===== src/rtl/uart_arb_pkg.sv =====
// Shared state encoding and reset helpers for the round-robin UART TX arbiter.
package uart_arb_pkg;

    typedef enum bit [1:0] {
        IDLE      = 2'd0,
        LAUNCH    = 2'd1,
        WAIT_BUSY = 2'd2,
        WAIT_DONE = 2'd3
    } arb_state_e;

    // The "last served" pointer resets to the top index so requester 0 wins first.
    function automatic int last_rst_value(input int num_req);
        return num_req - 1;
    endfunction

endpackage


===== src/rtl/uart_tx_rr_pick.sv =====
// Combinational round-robin pick: first set req bit scanning upward from last+1, wrapping.
module uart_tx_rr_pick #(
    parameter int NUM_REQ = 4,
    parameter int IDXW    = 2
) (
    input  logic [NUM_REQ-1:0] req,
    input  logic [IDXW-1:0]    last,
    output logic               found,
    output logic [IDXW-1:0]    idx
);

    localparam logic [IDXW:0] N_W = (IDXW+1)'(NUM_REQ);

    logic [IDXW-1:0]    w_cand [NUM_REQ];
    logic [NUM_REQ-1:0] w_hit;

    // Candidate gi is the (gi+1)-th index after last; one subtraction suffices to wrap.
    for (genvar gi = 0; gi < NUM_REQ; gi++) begin : g_rot
        logic [IDXW:0] w_sum;
        logic [IDXW:0] w_wrap;
        assign w_sum      = {1'b0, last} + (IDXW+1)'(gi + 1);
        assign w_wrap     = (w_sum >= N_W) ? (w_sum - N_W) : w_sum;
        assign w_cand[gi] = w_wrap[IDXW-1:0];
        assign w_hit[gi]  = req[w_cand[gi]];
    end

    always_comb begin
        found = 1'b0;
        idx   = '0;
        for (int k = NUM_REQ - 1; k >= 0; k--) begin
            if (w_hit[k]) begin
                found = 1'b1;
                idx   = w_cand[k];
            end
        end
    end

endmodule


===== src/rtl/uart_tx_arbiter.sv =====
// Round-robin sharing of one UART transmitter among NUM_REQ byte producers.
// Optional wait-state watchdog is built when UART_ARB_TIMEOUT_EN is defined.
module uart_tx_arbiter
    import uart_arb_pkg::*;
#(
    parameter int NUM_REQ        = 4,
    parameter int DATA_WIDTH     = 8,
    parameter int TIMEOUT_CYCLES = 1024
) (
    input  logic                          clk,
    input  logic                          rst,
    input  logic [NUM_REQ-1:0]            req,
    input  logic [NUM_REQ*DATA_WIDTH-1:0] req_data,
    output logic [NUM_REQ-1:0]            gnt,
    output logic [NUM_REQ-1:0]            done,
    output logic                          tx_data_valid,
    output logic [DATA_WIDTH-1:0]         tx_p_data,
    input  logic                          tx_busy,
    output logic                          arb_busy,
    output logic                          timeout_err
);

    localparam int              IDXW     = $clog2(NUM_REQ);
    localparam logic [IDXW-1:0] LAST_RST = IDXW'(last_rst_value(NUM_REQ));
    localparam int              unused_timeout_cycles = TIMEOUT_CYCLES;

    arb_state_e r_state;
    arb_state_e w_state_next;

    logic [IDXW-1:0]       r_owner;
    logic [IDXW-1:0]       r_last;
    logic [IDXW-1:0]       w_pick_idx;
    logic                  w_pick_found;
    logic                  w_capture;
    logic                  w_expire;
    logic                  w_timeout_fire;
    logic [DATA_WIDTH-1:0] w_bytes [NUM_REQ];
    logic [DATA_WIDTH-1:0] r_data;

    logic [NUM_REQ-1:0] r_gnt;
    logic [NUM_REQ-1:0] r_done;
    logic [NUM_REQ-1:0] w_gnt_next;
    logic [NUM_REQ-1:0] w_done_next;
    logic               r_valid;
    logic               r_arb_busy;
    logic               r_timeout;
    logic               w_valid_next;
    logic               w_arb_busy_next;
    logic               w_timeout_next;

    for (genvar gi = 0; gi < NUM_REQ; gi++) begin : g_bytes
        assign w_bytes[gi] = req_data[gi*DATA_WIDTH +: DATA_WIDTH];
    end

    uart_tx_rr_pick #(
        .NUM_REQ (NUM_REQ),
        .IDXW    (IDXW)
    ) u_pick (
        .req   (req),
        .last  (r_last),
        .found (w_pick_found),
        .idx   (w_pick_idx)
    );

    assign w_capture = (r_state == IDLE) && w_pick_found;

`ifdef UART_ARB_TIMEOUT_EN
    localparam int            CW      = $clog2(TIMEOUT_CYCLES + 1);
    localparam logic [CW-1:0] C_LIMIT = CW'(TIMEOUT_CYCLES - 1);

    logic [CW-1:0] r_wait_cnt;
    logic          w_in_wait;
    logic          w_enter_wait;

    assign w_in_wait    = (r_state == WAIT_BUSY) || (r_state == WAIT_DONE);
    assign w_enter_wait = (w_state_next != r_state) &&
                          ((w_state_next == WAIT_BUSY) || (w_state_next == WAIT_DONE));

    always_ff @(posedge clk or negedge rst) begin
        if (!rst) begin
            r_wait_cnt <= '0;
        end else if (w_enter_wait) begin
            r_wait_cnt <= '0;
        end else if (w_in_wait) begin
            r_wait_cnt <= r_wait_cnt + 1'b1;
        end
    end

    // Count value C_LIMIT marks the last permitted cycle in the wait state.
    assign w_expire = w_in_wait && (r_wait_cnt == C_LIMIT);
`else
    assign w_expire = 1'b0;
`endif

    // A normal busy transition always takes precedence over an expiring watchdog.
    assign w_timeout_fire = w_expire &&
                            (((r_state == WAIT_BUSY) && !tx_busy) ||
                             ((r_state == WAIT_DONE) &&  tx_busy));

    always_ff @(posedge clk or negedge rst) begin
        if (!rst) begin
            r_state    <= IDLE;
            r_owner    <= '0;
            r_last     <= LAST_RST;
            r_data     <= '0;
            r_gnt      <= '0;
            r_done     <= '0;
            r_valid    <= 1'b0;
            r_arb_busy <= 1'b0;
            r_timeout  <= 1'b0;
        end else begin
            r_state <= w_state_next;
            if (w_capture) begin
                r_owner <= w_pick_idx;
                r_last  <= w_pick_idx;
                r_data  <= w_bytes[w_pick_idx];
            end
            r_gnt      <= w_gnt_next;
            r_done     <= w_done_next;
            r_valid    <= w_valid_next;
            r_arb_busy <= w_arb_busy_next;
            r_timeout  <= w_timeout_next;
        end
    end

    always_comb begin
        w_state_next = r_state;
        case (r_state)
            IDLE: begin
                if (w_pick_found) w_state_next = LAUNCH;
            end
            LAUNCH: begin
                w_state_next = WAIT_BUSY;
            end
            WAIT_BUSY: begin
                if (tx_busy)       w_state_next = WAIT_DONE;
                else if (w_expire) w_state_next = IDLE;
            end
            WAIT_DONE: begin
                if (!tx_busy || w_expire) w_state_next = IDLE;
            end
            default: begin
                w_state_next = IDLE;
            end
        endcase
    end

    // Outputs are computed for the upcoming state so every port comes straight from a flop.
    always_comb begin
        w_gnt_next      = '0;
        w_done_next     = '0;
        w_valid_next    = 1'b0;
        w_arb_busy_next = (w_state_next != IDLE);
        w_timeout_next  = w_timeout_fire;
        if (w_capture) begin
            w_gnt_next[w_pick_idx] = 1'b1;
            w_valid_next           = 1'b1;
        end
        if ((r_state == WAIT_DONE) && !tx_busy) begin
            w_done_next[r_owner] = 1'b1;
        end
    end

    assign gnt           = r_gnt;
    assign done          = r_done;
    assign tx_data_valid = r_valid;
    assign tx_p_data     = r_data;
    assign arb_busy      = r_arb_busy;
    assign timeout_err   = r_timeout;

endmodule

===== config.mk =====
export PLATFORM = sky130hd
export DESIGN_NAME = uart_tx_arbiter
export DESIGN_NICKNAME = d
export VERILOG_FILES = /design/src/rtl/uart_arb_pkg.sv /design/src/rtl/uart_tx_rr_pick.sv /design/src/rtl/uart_tx_arbiter.sv
export SDC_FILE = /design/constraint.sdc
export NUM_CORES = 1
export LEC_CHECK = 0
export ABC_AREA = 1
export ABC_CLOCK_PERIOD_IN_PS = 4300
export BUFFER_PORTS_ARGS = -buffer_cell sky130_fd_sc_hd__buf_2
export CORE_MARGIN = 5
export CORE_UTILIZATION = 51
export DETAILED_ROUTE_END_ITERATION = 10
export PLACE_DENSITY = 0.84
export SYNTH_ARGS = -nofsm -noshare
export SYNTH_HDL_FRONTEND = slang
export SYNTH_SLANG_ARGS = --single-unit

===== constraint.sdc =====
create_clock -name clk -period 4.3 [get_ports clk]
set_clock_uncertainty 0.05 [all_clocks]
set_input_delay 0.86 -clock clk [delete_from_list [all_inputs] [get_ports clk]]
set_output_delay 0.86 -clock clk [all_outputs]
set_load 0.05 [all_outputs]

==> flow_summary.ini <==
[status]
outcome = completed

[floorplanning]
rows = 19
fp.dieArea_mm2 = 0.003925
fp.dieH_um = 62.65
ioPinCount = 58
core_mm2 = 0.002710
die_x_um = 62.65
start_util_pct = 52.17

[pwr]
p_leak_nw = 1.061
vdd_ir_drop_max_mv = 0.6921
power_density_mw_per_mm2 = 838.8
design_power_total_mw = 1.442

[clock_network]
postCtsResizedCells = 0
cts_hold_buf = 0
cts_tree = built
cts_made_buffers = 3
clk-insertion-delay-late_ps = 320
cts_setup_buffers = 0
cts_sinks = 24
cts_root_buf = clkbuf_4
htree_num_levels = 1
clkTransAtPathRegs_ps = 130
cts_buffer_depth = 2

[job]
cap_violations = 0

[route]
num_vias = 1337
drt_wl_total_um = 2904
wire_per_inst_um = 10.33
drc_errors = 0
dr.pass1.iters = 4
antenna_left = 0
first_iter_violations = 31
vias_per_cell = 4.758

[timing]
setup_viol = 0
timing.final.crit_share_pct = 50.66
min_period_ps = 2178
tns_ps = 0
rsz0062_at_grt = no
maxSlewViolCount = 0
max_freq_ghz = 0.4591
hold_violations = 0
finalWorstSetupSlack_ps = 2122

[grt]
grt_max_degree = 29
grt_usage_pct = 15.29
grt_pass1_vias = 1217
grt_pass1_wl_um = 4912
grt-ovfl-total = 0
antenna_found_initial = 0

[worst_setup_path]
worst-path-buf-inv = 2
cpMaxStageDelayCell = dfstp_2
required_ps = 4470
endpoint_kind = flip-flop
crit_cells = 9
worstPathArrival_ps = 2350
ff2ff_path_depth = 9
start_kind = flip-flop
cpMostUsedCell = nand2_1
cp_slowest_stage_delay_ps = 720
worstSetupPathType = reg2reg
cp_max_fo = 16
path_cells = nand2_1 -> nand2_1 -> nand2_1 -> nor3_1 -> inv_1 -> nand2_1 -> inv_1 -> nand2_1 -> o21ai_0
critical_path.top_delay_family = simple AND/OR/NAND/NOR gates

[min_path]
hold_path_class = reg2reg
min_path_cells = 1

[placement]
dpl.hpwl_um = 2389
port_buffers = 56
dpl.cell_count = 277
place_ws_ps = 1833
gp_congestion = 0.8111

[logic_synthesis]
synth_cell_types = 23
ys_seq_area_share_pct = 42.65
syn-num-nets = 234
postSynthAreaPerCell_um2 = 7.251
netlist_instances = 195
synth_area_mm2 = 0.001414
yosys_warnings = 0
ys_seq_elements = 24

[cells_and_area]
stdcell_count = 281
nets = 290
drive_gt1_share_pct = 32.00
synthToLayoutAreaGrowth_pct = 21.59
diodes = 0
synth_stat cells (all sizes together):
library cell,n,area [um^2]
nand2,67,289.0
inv,40,155.1
nand3,26,135.1
dfrtp,22,550.5
nor2,8,35.03
nor3,7,35.03
buf,5,50.04
o211ai,5,37.54
o21ai,5,28.78
or2,5,31.28
a21oi,2,10.01
dfstp,2,52.55
conb,1,3.750
per-stage QoR:
| stage | hold slack (ps) | cell area (um^2) | utilization [%] |
|---|---|---|---|
| 3_3_place_gp | 397.9 | 1683 | 62.10 |
| 3_5_place_dp | 400.3 | 1683 | 62.10 |
| 5_1_grt | 444.7 | 1719 | 63.43 |
| 2_1_floorplan | 381.9 | 1414 | - |
| 4_1_cts | 414.7 | 1719 | 63.43 |
| 6_report | 421.2 | 1719 | 63.43 |
cells by family (layout without fill, tap and decap cells):
| family | after synthesis | in the layout | synth area share, % |
|---|---|---|---|
| AOI/OAI and AO/OA | 12 | 12 | 5.399 |
| buffers and inverters | 45 | 100 | 14.51 |
| DFF | 24 | 24 | 42.65 |
| other | 1 | 1 | 0.2652 |
| and+or+nand+nor | 113 | 113 | 37.17 |
sequential cells by signal (all words and copies together), names as in the netlist:
name and cells:
tx_p_data 8, done 4, gnt 4, r_last 2, r_owner 2, r_state 2
arb_busy 1, tx_data_valid 1
cells in the final DEF (no fill, tap or decap), drive strengths merged:
| cell type | netlist | final |
|---|---|---|
| a21oi | 2 | 2 |
| buf | 5 | 56 |
| clkbuf | 0 | 4 |
| conb | 1 | 1 |
| dfrtp | 22 | 22 |
| dfstp | 2 | 2 |
| inv | 40 | 40 |
| nand2 | 67 | 67 |
| nand3 | 26 | 26 |
| nor2 | 8 | 8 |
| nor3 | 7 | 7 |
| o211ai | 5 | 5 |
| o21ai | 5 | 5 |
| or2 | 5 | 5 |
worst paths after layout:
kind / end / slack, ps / from
min in group asynchronous: gnt[2]$_DFF_PN0_ / 430 / rst
hold reg to reg: done[1]$_DFF_PN0_ / 420 / r_owner[1]$_DFFE_PN0P_
setup reg to reg: r_owner[0]$_DFFE_PN0P_ / 2120 / r_last[0]$_DFFE_PN1P_
hold / removal: done[1]$_DFF_PN0_ / 420 / r_owner[1]$_DFFE_PN0P_
setup / recovery: r_owner[0]$_DFFE_PN0P_ / 2120 / r_last[0]$_DFFE_PN1P_
max in group asynchronous: r_last[0]$_DFFE_PN1P_ / 3420 / rst
worst register-to-register path: cells and delay by family, from the launching register on:
kind	cells	cell delay [ps]
AOI/OAI and AO/OA	1	90
buffers and inverters	2	280
DFF	1	720
and+or+nand+nor	6	940
cell type report:
type / count / area, um^2
Sequential cell: 24 / 603.1
Tap cell: 31 / 38.79
Fill cell: 258 / 991.0
Multi-Input combinational cell: 126 / 605.6
Inverter: 40 / 155.1
Clock buffer: 4 / 36.28
Timing Repair Buffer: 56 / 280.3
routing by layer:
metal | GRT usage, % | share of wire, %
met5 | 0 | 0
met4 | 7.427 | 1.9
met3 | 3.777 | 8.0
met2 | 25.39 | 48
met1 | 18.34 | 42
report_power, final:
group	total [mW]	switching [mW]	internal, mW	leakage [nW]
logic	0.939	0.682	0.258	0.740
registers	0.383	0.0617	0.321	0.300
clock network	0.120	0.0680	0.0519	0.0210
No activity file was read; power rests on OpenSTA's default activity.
